==> src/rtl/reg16_arbiter_pkg.sv <==
// Shared types and default parameters for the round-robin arbitrated 16-bit register.
package reg16_arbiter_pkg;

  localparam int unsigned DefN       = 4;
  localparam int unsigned DefW       = 16;
  localparam int unsigned DefMaxHold = 8;

  typedef enum logic [0:0] {
    StIdle = 1'b0,
    StOwn  = 1'b1
  } arb_state_e;

endpackage

==> src/rtl/reg16_arbiter_rr_picker.sv <==
// Combinational round-robin search: first set req bit at or after ptr, wrapping modulo N.
module rr_picker #(
  parameter int unsigned N    = 4,
  parameter int unsigned IdxW = (N > 1) ? $clog2(N) : 1
) (
  input  logic [N-1:0]    req,
  input  logic [IdxW-1:0] ptr,
  output logic            found,
  output logic [IdxW-1:0] idx
);

  always_comb begin
    found = 1'b0;
    idx   = '0;
    // Walk offsets from farthest to nearest so the nearest hit is the one that sticks.
    for (int k = int'(N) - 1; k >= 0; k--) begin
      int unsigned j;
      j = (int'(ptr) + k) % N;
      if (req[j]) begin
        found = 1'b1;
        idx   = IdxW'(j);
      end
    end
  end

endmodule

==> src/rtl/register16.sv <==
// Plain W-bit storage register with synchronous active-high reset.
module register16 #(
  parameter int unsigned W = 16
) (
  input  logic         clk,
  input  logic         reset,
  input  logic [W-1:0] d,
  output logic [W-1:0] q
);

  logic [W-1:0] q_q;

  always_ff @(posedge clk) begin
    if (reset) begin
      q_q <= '0;
    end else begin
      q_q <= d;
    end
  end

  assign q = q_q;

endmodule

==> src/rtl/reg16_arbiter.sv <==
// N-requester round-robin arbiter owning a shared register; owners may lock for up to MAX_HOLD cycles.
module reg16_arbiter
  import reg16_arbiter_pkg::*;
#(
  parameter int unsigned N        = DefN,
  parameter int unsigned W        = DefW,
  parameter int unsigned MAX_HOLD = DefMaxHold,
  parameter int unsigned IdxW     = (N > 1) ? $clog2(N) : 1
) (
  input  logic           clk,
  input  logic           reset,
  input  logic [N-1:0]   req,
  input  logic [N-1:0]   lock,
  input  logic [N-1:0]   wr_en,
  input  logic [N*W-1:0] wdata,
  output logic [N-1:0]   gnt,
  output logic [IdxW-1:0] owner,
  output logic           busy,
  output logic [W-1:0]   q
);

  localparam int unsigned HoldW = (MAX_HOLD > 1) ? $clog2(MAX_HOLD) : 1;

  arb_state_e       state_q, state_d;
  logic [N-1:0]     gnt_q, gnt_d;
  logic [IdxW-1:0]  owner_q, owner_d;
  logic [IdxW-1:0]  ptr_q, ptr_d;
  logic [HoldW-1:0] hold_q, hold_d;

  logic             release_now;
  logic [IdxW-1:0]  next_ptr;
  logic [IdxW-1:0]  pick_ptr;
  logic             pick_found;
  logic [IdxW-1:0]  pick_idx;
  logic             wr_fire;
  logic [W-1:0]     reg_d;

  assign next_ptr    = (owner_q == IdxW'(N - 1)) ? '0 : owner_q + 1'b1;
  assign release_now = (state_q == StOwn) &&
                       (!lock[owner_q] || !req[owner_q] || hold_q == HoldW'(MAX_HOLD - 1));
  // On release the search starts after the owner, so it only wins again when nobody else asks.
  assign pick_ptr    = (state_q == StOwn) ? next_ptr : ptr_q;

  rr_picker #(
    .N    (N),
    .IdxW (IdxW)
  ) u_picker (
    .req   (req),
    .ptr   (pick_ptr),
    .found (pick_found),
    .idx   (pick_idx)
  );

  always_comb begin
    state_d = state_q;
    gnt_d   = gnt_q;
    owner_d = owner_q;
    ptr_d   = ptr_q;
    hold_d  = hold_q;
    if (state_q == StIdle || release_now) begin
      if (state_q == StOwn) begin
        ptr_d = next_ptr;
      end
      if (pick_found) begin
        state_d = StOwn;
        gnt_d   = N'(1) << pick_idx;
        owner_d = pick_idx;
        hold_d  = '0;
      end else begin
        state_d = StIdle;
        gnt_d   = '0;
        hold_d  = '0;
      end
    end else begin
      hold_d = hold_q + 1'b1;
    end
  end

  always_ff @(posedge clk) begin
    if (reset) begin
      state_q <= StIdle;
      gnt_q   <= '0;
      owner_q <= '0;
      ptr_q   <= '0;
      hold_q  <= '0;
    end else begin
      state_q <= state_d;
      gnt_q   <= gnt_d;
      owner_q <= owner_d;
      ptr_q   <= ptr_d;
      hold_q  <= hold_d;
    end
  end

  assign wr_fire = (state_q == StOwn) && gnt_q[owner_q] && req[owner_q] && wr_en[owner_q];
  assign reg_d   = wr_fire ? wdata[owner_q*W +: W] : q;

  register16 #(
    .W (16)
  ) u_reg (
    .clk   (clk),
    .reset (reset),
    .d     (reg_d),
    .q     (q)
  );

  assign gnt   = gnt_q;
  assign owner = owner_q;
  assign busy  = (state_q == StOwn);

endmodule
==> config.mk <==
export PLATFORM = sky130hd
export DESIGN_NAME = reg16_arbiter
export DESIGN_NICKNAME = d
export VERILOG_FILES = /design/src/rtl/reg16_arbiter_pkg.sv /design/src/rtl/reg16_arbiter_rr_picker.sv /design/src/rtl/register16.sv /design/src/rtl/reg16_arbiter.sv
export SDC_FILE = /design/constraint.sdc
export NUM_CORES = 1
export LEC_CHECK = 0
export CELL_PAD_IN_SITES_DETAIL_PLACEMENT = 0
export CELL_PAD_IN_SITES_GLOBAL_PLACEMENT = 1
export CORE_MARGIN = 2
export CORE_UTILIZATION = 29
export CTS_BUF_LIST = sky130_fd_sc_hd__clkbuf_4
export DETAILED_ROUTE_END_ITERATION = 16
export GPL_TIMING_DRIVEN = 0
export PLACE_DENSITY_LB_ADDON = 0.1
export SYNTH_ARGS = -nofsm -noshare
export SYNTH_HDL_FRONTEND = slang
export SYNTH_SLANG_ARGS = --single-unit
==> constraint.sdc <==
create_clock -name clk -period 1.8 [get_ports clk]
set_input_delay 0.45 -clock clk [delete_from_list [all_inputs] [get_ports clk]]
set_output_delay 0.45 -clock clk [all_outputs]
set_load 0.02 [all_outputs]
==> impl_metrics.yaml <==
synth:
  ys_types: 40
  synth-edff-count: 0
  synth-seq-area-share: 0.296
  yosys_warnings: 0
  ys_ff_latch: 28
  synth_fp_nets: 268
  netlist.area_leader.share: 0.296
  synthesis.area_um2: 1900
  synthCells: 187
  ys.flop_type: "dfxtp_1"
  async_reset_ff_frac: 0
  ys_top_cells_by_area: "dfxtp_1, mux4_2, o211ai_1, o31ai_1, nand2_1"
  syn_area_per_cell_um2: 10.1
  yosysTopAreaCell: "dfxtp_1"
power_and_ir_drop:
  vdd_drop_max_v: 0.000357
  p_sw_uw: 639
  power_density_nw_per_um2: 649
  pwr-share-clk: 0.212
  p_comb_frac: 0.443
  pwr-share-seq: 0.345
  p_int_mw: 1.37
  power.total_mw: 2.01
  swShare: 0.317
  p_leak_nw: 1.39
clocking:
  cts_max_path_buffers: 2
  clk_latency_ns: 0.35
  cts.clk_slew.worst_paths_ns: 0.18
  cts_max_level: 1
  numCtsBuffers: 3
  cts_tree: "yes"
  cts_sinks: 28
  clockRootBuffer: "clkbuf_4"
detailed_routing:
  dr.pass1.iters: 4
  routedWlPerCell_um: 16.2
  num_vias: 1909
  drc: 0
  wl_um: 5950
  drt_iter0_markers: 89
  vias_per_cell: 5.19
  ant_nets: 0
sta:
  setup_slack_ns: 0.0386
  slew_viol_final: 0
  finalHoldViolations: 0
  tightest_slew_ns: 0.579
  clock_skew_ns: 0.0269
  relSlewSlack: 0.613
  final.min_clock_period_ns: 1.76
  period_share: 0.979
  rsz0062_at_grt: "yes"
  max_freq_ghz: 0.568
  setup_violations: 0
global_routing:
  use_met1: 0.237
  busiest_layer: "met2"
  grt_max_degree: 17
  grt_overflow_total: 0
  gr-usage-met3: 0.0467
  grt_pass1_wl_um: 9650
  grt_usage: 0.167
  grt_pass1_vias: 1917
  antenna_found_initial: 0
  met2_usage: 0.261
place:
  place_ws_ns: -0.312
  place_congestion: 0.803
  hpwlAfterDp_um: 4770
  port_buffers: 96
run_status:
  status: "finished, final reports clean"
cells_and_area:
  most-common-layout-cells: "clkdlybuf4s50_1, nand2_1, dfxtp_1"
  nNetsFinal: 373
  syn_to_final_growth_pct: 63.6
  antenna_cells: 0
  layout_commonest_cell: "clkdlybuf4s50_1"
  layout-drive-gt1-share: 0.186
worst_setup_path:
  crit_required_ns: 2.03
  critPathMaxFanout: 10
  path_class: "input port to register"
  end_kind: "register"
  arrival_ns: 1.99
  start_kind: "input port"
die:
  die_h_um: 84.9
  core_area_um2: 6350
  initial_utilization: 0.299
  die_width_um: 84.9
  io_pins: 101
  dieArea_um2: 7200
  num_rows: 29
min_path:
  min_path_type: "input port to register"
flow_run:
  cap_violations: 0
-- worst max-delay path, stage by stage --
cell and delay [ns]:
clkdlybuf4s50_1 0.46, nand2_1 0.06, mux4_2 0.52, buf_2 0.21, o211ai_1 0.19, o31ai_1 0.09
-- synth_stat cells (2+ instances only) --
library cell and number:
dfxtp_1 28, nand2_1 26, mux4_2 19, o211ai_1 17, o31ai_1 16, buf_2 10
nor2_1 9, inv_1 6, clkbuf_1 5, a211oi_1 4, buf_6 3, ha_1 3
nand2b_1 3, o21ai_0 3, o22ai_1 3, a211o_1 2, a21oi_1 2, a311oi_1 2
and2_1 2, buf_4 2, nand2_2 2, o32ai_1 2
-- power groups by stage --
| stage | Combinational (mW) | Sequential [mW] | Clock [mW] |
|---|---|---|---|
| after floorplan | 0.509 | 0.728 | 0 |
| after global placement | 0.866 | 0.705 | 0 |
| after detailed placement | 0.861 | 0.707 | 0 |
| after CTS | 0.855 | 0.694 | 0.431 |
| after global routing | 0.966 | 0.701 | 0.468 |
| final | 0.893 | 0.694 | 0.426 |
-- metrics by stage --
step                      hold WS, ns   util  instances  setup TNS [ns]  cell area (um2)
after floorplan                 0.406      -        187               0             1900
after global placement          0.430  0.465        360           -6.73             2950
after detailed placement        0.440  0.465        360           -6.68             2950
after CTS                       0.421  0.472        364               0             3000
after global routing            0.417  0.489        368          -0.164             3100
final                           0.426  0.489        368               0             3100
-- registers in the layout, indices dropped and copies added (netlist names) --
register / flops
u_reg.q: 16
ptr_q: 2
owner: 2
busy: 1
hold_q: 3
gnt: 4
-- layout make-up --
class,instances,area [um2]
clock inverters,1,30.0
fillers,616,3250
well taps,77,96.3
flip-flops and latches,28,563
repair buffers,100,1030
clock buffers,3,22.5
plain buffers,21,139
multi-input cells,132,1200
inverters,6,22.5
-- worst paths after layout --
kind	cells after the start	to	start	slack (ns)
worst min-delay path	3	gnt[0]	req[0]	0.43
worst max-delay path	6	u_reg.q[12]	wr_en[1]	0.04
worst max register to register	6	gnt[1]	owner[1]	0.05
worst min register to register	1	hold_q[0]	hold_q[0]	0.46
-- metal layers --
| layer | wire length [um] | part of all wire |
|---|---|---|
| met4 | 32 | 0.0054 |
| met5 | 0 | 0 |
| met2 | 2720 | 0.46 |
| met1 | 2810 | 0.47 |
| met3 | 384 | 0.064 |
-- kinds of logic after synthesis --
| kind of cell | Yosys count | synth area share |
|---|---|---|
| AOI/OAI and AO/OA | 59 | 0.239 |
| adders and majority gates | 3 | 0.0198 |
| buffers and inverters | 27 | 0.0778 |
| DFF | 28 | 0.296 |
| muxes | 21 | 0.243 |
| and+or+nand+nor | 49 | 0.125 |
-- repair_timing --
action / in CTS / in global routing
gates resized for setup: 10 / 22
setup endpoints to repair: 29 / 31
hold endpoints to repair: 0 / 0
pin swaps: 0 / 1
hold buffers: 0 / 0
buffers inserted: 0 / 4
No activity file was read; power rests on OpenSTA's default activity.
